File: src/rtl/reset_seq_gen.sv
`default_nettype none
// ============================================================================
// Module   : reset_seq_gen
// Brief    : Staged active-low reset sequencer with min-width assertion,
//            ordered release and reset-cause capture. Optional watchdog
//            enabled by defining RSTGEN_WDOG_EN.
// Revision : 1.0 - initial release
// ============================================================================
module reset_seq_gen #(
    parameter int ASSERT_CYCLES = 16,
    parameter int STAGES        = 3,
    parameter int STAGE_GAP     = 4,
    parameter int CNT_W         = 8
`ifdef RSTGEN_WDOG_EN
    ,
    parameter int WDOG_TIMEOUT  = 1000
`endif
) (
    input  logic              clk,
    input  logic              resetn,
    input  logic              scan_bypass,
    input  logic              sw_rst_req,
`ifdef RSTGEN_WDOG_EN
    input  logic              wdog_enable,
    input  logic              wdog_kick,
`endif
    output logic [STAGES-1:0] rst_out_n,
    output logic              busy,
    output logic [1:0]        rst_cause
);

    localparam logic [1:0] c_ASSERT  = 2'd0;
    localparam logic [1:0] c_RELEASE = 2'd1;
    localparam logic [1:0] c_RUN     = 2'd2;

    localparam logic [1:0] c_CAUSE_POR  = 2'b00;
    localparam logic [1:0] c_CAUSE_SW   = 2'b01;
    localparam logic [1:0] c_CAUSE_WDOG = 2'b10;

    localparam logic [CNT_W-1:0] c_FIRST = CNT_W'(ASSERT_CYCLES);
    localparam logic [CNT_W-1:0] c_LAST  = CNT_W'(ASSERT_CYCLES + STAGE_GAP * (STAGES - 1));

    logic [1:0]        r_state;
    logic [CNT_W-1:0]  r_cnt;
    logic [STAGES-1:0] r_out_n;
    logic              r_busy;
    logic [1:0]        r_cause;

    logic [1:0]        w_state_nxt;
    logic [CNT_W-1:0]  w_cnt_nxt;
    logic [CNT_W-1:0]  w_cnt_inc;
    logic [STAGES-1:0] w_out_nxt;
    logic              w_busy_nxt;
    logic [1:0]        w_cause_nxt;
    logic [STAGES-1:0] w_hit;
    logic              w_wdog_req;
    logic              w_req;

    assign w_cnt_inc = r_cnt + 1'b1;

    // Stage i is due once the incremented count reaches its release point.
    for (genvar gi = 0; gi < STAGES; gi++) begin : g_stage
        localparam int c_THR = ASSERT_CYCLES + STAGE_GAP * gi;
        assign w_hit[gi] = (w_cnt_inc >= CNT_W'(c_THR));
    end

`ifdef RSTGEN_WDOG_EN
    localparam int c_WD_W = $clog2(WDOG_TIMEOUT) + 1;

    logic [c_WD_W-1:0] r_wd_cnt;

    assign w_wdog_req = (r_state == c_RUN) && wdog_enable && !wdog_kick &&
                        (r_wd_cnt == c_WD_W'(WDOG_TIMEOUT - 1));

    always_ff @(posedge clk or negedge resetn) begin
        if (!resetn) begin
            r_wd_cnt <= '0;
        end else if ((r_state != c_RUN) || !wdog_enable || wdog_kick || w_wdog_req) begin
            r_wd_cnt <= '0;
        end else begin
            r_wd_cnt <= r_wd_cnt + 1'b1;
        end
    end
`else
    assign w_wdog_req = 1'b0;
`endif

    assign w_req = sw_rst_req | w_wdog_req;

    always_comb begin
        w_state_nxt = r_state;
        w_cnt_nxt   = r_cnt;
        w_out_nxt   = r_out_n;
        w_busy_nxt  = r_busy;
        w_cause_nxt = r_cause;
        if (w_req) begin
            // Any request, in any state, restarts the full sequence.
            w_state_nxt = c_ASSERT;
            w_cnt_nxt   = '0;
            w_out_nxt   = '0;
            w_busy_nxt  = 1'b1;
            w_cause_nxt = w_wdog_req ? c_CAUSE_WDOG : c_CAUSE_SW;
        end else begin
            case (r_state)
                c_ASSERT, c_RELEASE: begin
                    w_cnt_nxt = w_cnt_inc;
                    w_out_nxt = r_out_n | w_hit;
                    if (w_cnt_inc == c_LAST) begin
                        w_state_nxt = c_RUN;
                        w_busy_nxt  = 1'b0;
                    end else if (w_cnt_inc == c_FIRST) begin
                        w_state_nxt = c_RELEASE;
                    end
                end
                c_RUN: begin
                    w_busy_nxt = 1'b0;
                end
                default: begin
                    w_state_nxt = c_ASSERT;
                    w_cnt_nxt   = '0;
                    w_out_nxt   = '0;
                    w_busy_nxt  = 1'b1;
                end
            endcase
        end
    end

    always_ff @(posedge clk or negedge resetn) begin
        if (!resetn) begin
            r_state <= c_ASSERT;
            r_cnt   <= '0;
            r_out_n <= '0;
            r_busy  <= 1'b1;
            r_cause <= c_CAUSE_POR;
        end else begin
            r_state <= w_state_nxt;
            r_cnt   <= w_cnt_nxt;
            r_out_n <= w_out_nxt;
            r_busy  <= w_busy_nxt;
            r_cause <= w_cause_nxt;
        end
    end

    assign rst_out_n = scan_bypass ? {STAGES{resetn}} : r_out_n;
    assign busy      = r_busy;
    assign rst_cause = r_cause;

endmodule
`default_nettype wire

File: config.mk
export PLATFORM = sky130hd
export DESIGN_NAME = reset_seq_gen
export DESIGN_NICKNAME = d
export VERILOG_FILES = /design/src/rtl/reset_seq_gen.sv
export SDC_FILE = /design/constraint.sdc
export NUM_CORES = 1
export LEC_CHECK = 0
export CORE_MARGIN = 4
export CORE_UTILIZATION = 49
export DETAILED_ROUTE_END_ITERATION = 10
export MAX_ROUTING_LAYER = met4
export PLACE_DENSITY = 0.74
export SYNTH_ARGS = -nofsm -noshare
export SYNTH_HDL_FRONTEND = slang
export SYNTH_SLANG_ARGS = --single-unit
File: constraint.sdc
create_clock -name clk -period 1.9 [get_ports clk]
set_input_delay 0.38 -clock clk [delete_from_list [all_inputs] [get_ports clk]]
set_output_delay 0.38 -clock clk [all_outputs]
set_load 0.05 [all_outputs]
; ---- Word level (Yosys, flattened, before mapping)
; Index checks and enable logic that the tools add are counted.
[classes]
n_lt_le_gt_ge = 3
mux = 12
n_reduce_logical = 3
n_addsub = 1
bitwise_logic = 1
eq_ne = 7
[ops]
columns = op, count
row1 = $ge 8x5->1 const B, 3
row2 = $eq 8x5->1 const B, 2
row3 = $pmux 8 s2, 1
row4 = $add 8x1->8 const B, 1
row5 = $mux 8, 1
row6 = $mux 2, 3
row7 = $mux 3, 2
row8 = $pmux 3 s2, 1
row9 = $ne 4x4->1 const B, 1
row10 = $pmux 2 s2, 1
row11 = $ne 3x3->1 const B, 1
row12 = $or 3x3->3, 1
row13 = $eq 2x1->1 const B, 1
row14 = $eq 2x2->1 const B, 1
row15 = $logic_not 2->1, 1
row16 = $mux 1, 2
row17 = $ne 2x2->1 const B, 1
row18 = $pmux 1 s2, 1
row19 = $reduce_and 2->1, 1
row20 = $reduce_or 2->1, 1
[totals]
wordCells = 32
input_bits = 4
ff_bits = 15

; ---- Longest topological paths before layout
[depth]
ltp_word = 6
ltp_mapped = 6

; ---- Worst setup path after synthesis
; No wires, ideal clock.
[synth_path]
kind = input port to output port
startpoint = input scan_bypass
endpoint = output rst_out_n[0]
required_time_ps = 1520
setup_slack_ps = 44
stages = 1
arrival_ps = 1476
path_buffers = 0
path_cell_list = o21ai_0
[synth_between]
elab_chain_cells = 1
[synth_lines]
columns = element, line_no
row1 = from (decl), 21  ; input logic scan_bypass,
row2 = $mux 3, 144  ; assign rst_out_n = scan_bypass ? {STAGES{resetn}} : r_out_n;
row3 = to (decl), 27  ; output logic [STAGES-1:0] rst_out_n,
; No other way between the ends.

; ---- Worst setup path after layout
[layout_path]
startpoint = register r_cause[0] (netlist: rst_cause[0])
endpoint = output rst_cause[0]
[layout_lines]
columns = element, line_no
row1 = from (decl), 47  ; logic [1:0] r_cause;
row2 = from (signal assigned), 134  ; r_cause <= c_CAUSE_POR;
row3 = from (signal assigned), 140  ; r_cause <= w_cause_nxt;
row4 = to (decl), 29  ; output logic [1:0] rst_cause
; No word-level cell between the ends.

==> impl_metrics.py <==
metrics = {
    "outcome": {
        "outcome": "finished clean",
    },
    "drt": {
        "drc_errors": 0,
        "post_drt_wl_per_cell_um": 14.6,
        "routed_wl_um": 2340,
        "drt-initial-drc-count": 25,
        "via_per_inst": 5.79,
        "num_vias": 926,
        "ant_nets": 0,
        "drt_pass1_iterations": 4,
    },
    "sta": {
        "timing.fmax_mhz": 547,
        "rsz0062_at_grt": "false",
        "setup_tns_ns": 0,
        "period_share_pct": 96.3,
        "hold_viol_final": 0,
        "skew_ns": 0.00204,
        "finalCriticalPeriod_ns": 1.83,
        "setup_viol_count_final": 0,
        "drv_slew": 0,
        "hold_ws_ns": 0.427,
    },
    "place": {
        "place_hpwl_um": 1700,
        "gp_congestion": 0.834,
        "io_buffers": 8,
        "dpl_cell_area_um2": 1180,
    },
    "clock_network": {
        "postCtsResizedCells": 0,
        "path_clk_slew_ns": 0.10,
        "htreeDepth": 1,
        "cts_tree": "built",
        "root_buffer": "clkbuf_4",
        "cts_sinks": 15,
        "cts_buffers": 3,
        "cts_setup_buffers": 0,
        "clockBufferDepth": 2,
        "clk_latency_ns": 0.29,
        "ctsHoldBuffers": 0,
    },
    "floorplanning": {
        "fp.coreArea_um2": 1940,
        "die_w_um": 53.2,
        "die_area_um2": 2830,
        "initial_core_util_pct": 51.5,
        "row_count": 16,
        "die_y_um": 53.2,
        "io-pin-count": 10,
    },
    "logic_synthesis": {
        "syn-num-nets": 126,
        "yosys_warnings": 0,
        "synth_top_family_by_area": "compound AO/OA/AOI/OAI gates",
        "synthMuxAreaShare_pct": 0,
        "synth_xor_xnor_area_share_pct": 2.62,
        "syn_area_per_cell_um2": 8.34,
        "synthesis.instances": 120,
        "yosysSeqAreaShare_pct": 37.6,
        "synthAdderAreaFrac_pct": 2.50,
        "synth-seq-cells": 15,
        "synthArstFlopShare_pct": 100,
        "synth_edf_count": 0,
        "yosys.area_share.simple_pct": 23.6,
        "syn_area_um2": 1000,
        "yosys.cell_types.count": 41,
        "ys.flop_type": "dfrtp_1",
        "synth-compound-area-share_pct": 26.4,
    },
    "flow_run": {
        "drv_cap": 0,
    },
    "pwr": {
        "power_uw": 635,
        "swShare_pct": 29.1,
        "powerDensity_nw_per_um2": 526,
        "power_frac_comb_pct": 18.0,
        "power.leakage_nw": 0.471,
        "intPower_uw": 450,
        "seqPwrFrac_pct": 51.6,
        "clkPwrFrac_pct": 30.4,
        "p_switching_uw": 185,
        "vdd_ir_drop_max_mv": 0.448,
    },
    "cells_and_area": {
        "final_cell_mix": "dfrtp_1, buf_4, o21ai_0",
        "syn_to_final_growth_pct": 20.8,
        "final_cell_area_um2": 1210,
        "fin_util_pct": 62.2,
        "layout_commonest_cell": "dfrtp_1",
        "layout.nets": 140,
        "diodes": 0,
        "drive_above_1_share_pct": 18.8,
    },
    "setup_path": {
        "critPathMaxFanout": 2,
        "slowest_delay_ns": 0.80,
        "cp_top_family": "buffers and inverters",
        "slowest_stage": "clkdlybuf4s50_1",
        "worstPathArrival_ns": 1.45,
        "cp_cell_sequence": "clkdlybuf4s50_1",
        "startpoint_type": "register",
        "cp_num_buf_inv": 1,
        "crit_type": "register to primary output",
        "crit_path_end_kind": "primary output",
        "cp.required_ns": 1.52,
    },
    "global_route": {
        "grt_pass1_wl_um": 4110,
        "track_usage_pct": 20.7,
        "grt_pass1_vias": 920,
        "antenna_found_initial": 0,
        "grt_max_degree": 16,
        "overflow": 0,
    },
    "worst_hold_path": {
        "hold_class": "input pin to asynchronous set/reset pin",
    },
}
## cell type report
class	count	area, um2
multi-input cells	89	558
flip-flops and latches	15	377
well taps	27	33.8
fillers	177	733
inverters	6	22.5
clock inverters	1	5.00
clock buffers	3	22.5
repair buffers	19	190
## worst paths after layout
kind | cells past startpoint | from | end | slack, ns
setup reg to reg | 6 | r_cnt[0] | busy | 0.18
setup / recovery | 1 | rst_cause[0] | rst_cause[0] | 0.07
max in group asynchronous | 2 | resetn | busy | 1.23
hold reg to reg | 1 | rst_cause[0] | rst_cause[0] | 0.48
min in group clk | 1 | rst_cause[0] | rst_cause[0] | 0.48
hold / removal | 2 | resetn | r_state[1] | 0.43
## synthesized netlist by cell type, drive strengths merged (2+ instances only)
library cell | n | area [um2]
dfrtp | 14 | 350
a21boi | 2 | 15.0
a211oi | 2 | 20.0
nor2 | 7 | 26.3
nand4 | 3 | 18.8
buf | 5 | 27.5
a31oi | 3 | 18.8
ha | 2 | 25.0
nand2b | 2 | 12.5
nor3 | 4 | 20.0
or2 | 2 | 12.5
and3 | 2 | 12.5
xor2 | 2 | 17.5
a21oi | 9 | 45.0
nor2b | 2 | 12.5
o21ai | 11 | 55.1
clkbuf | 5 | 18.8
nand2 | 6 | 22.5
inv | 6 | 22.5
nand3 | 7 | 35.0
a311oi | 3 | 26.3
or3 | 4 | 30.0
a21o | 2 | 15.0
## through the flow
step,worst slack [ns],std cells
2_1_floorplan,0.0437,120
3_3_place_gp,0.194,156
3_5_place_dp,0.163,156
4_1_cts,0.0575,160
5_1_grt,0.0113,160
6_report,0.0706,160
## routing by layer
| layer | GRT usage [%] | up-vias | routed length, um |
|---|---|---|---|
| met4 | 8.09 | 0 | 33 |
| met1 | 24.8 | 437 | 1030 |
| li1 | - | 459 | - |
| met2 | 34.5 | 26 | 1180 |
| met3 | 3.38 | 4 | 90 |
| met5 | - | - | 0 |
## power groups by stage
stage | combinational, mW | sequential, mW | clock (mW)
2_1_floorplan | 0.0637 | 0.334 | 0
3_3_place_gp | 0.109 | 0.333 | 0
3_5_place_dp | 0.113 | 0.334 | 0
4_1_cts | 0.114 | 0.328 | 0.198
5_1_grt | 0.125 | 0.329 | 0.216
6_report | 0.115 | 0.328 | 0.193
## state kept, by name (all words and copies together) (netlist names)
name       cells
rst_cause      1
r_state        2
r_cnt          8
r_out_n        3
busy           1
## cell families (layout without fill, tap and decap cells)
| group | count (synthesis) | in the layout |
|---|---|---|
| and+or+nand+nor | 43 | 43 |
| AOI/OAI and AO/OA | 40 | 40 |
| buffers and inverters | 16 | 29 |
| DFF | 15 | 15 |
| xor gates and xnor gates | 3 | 3 |
| adders and majority gates | 2 | 2 |
| other | 1 | 1 |
Power figures use the tool's default switching activity.
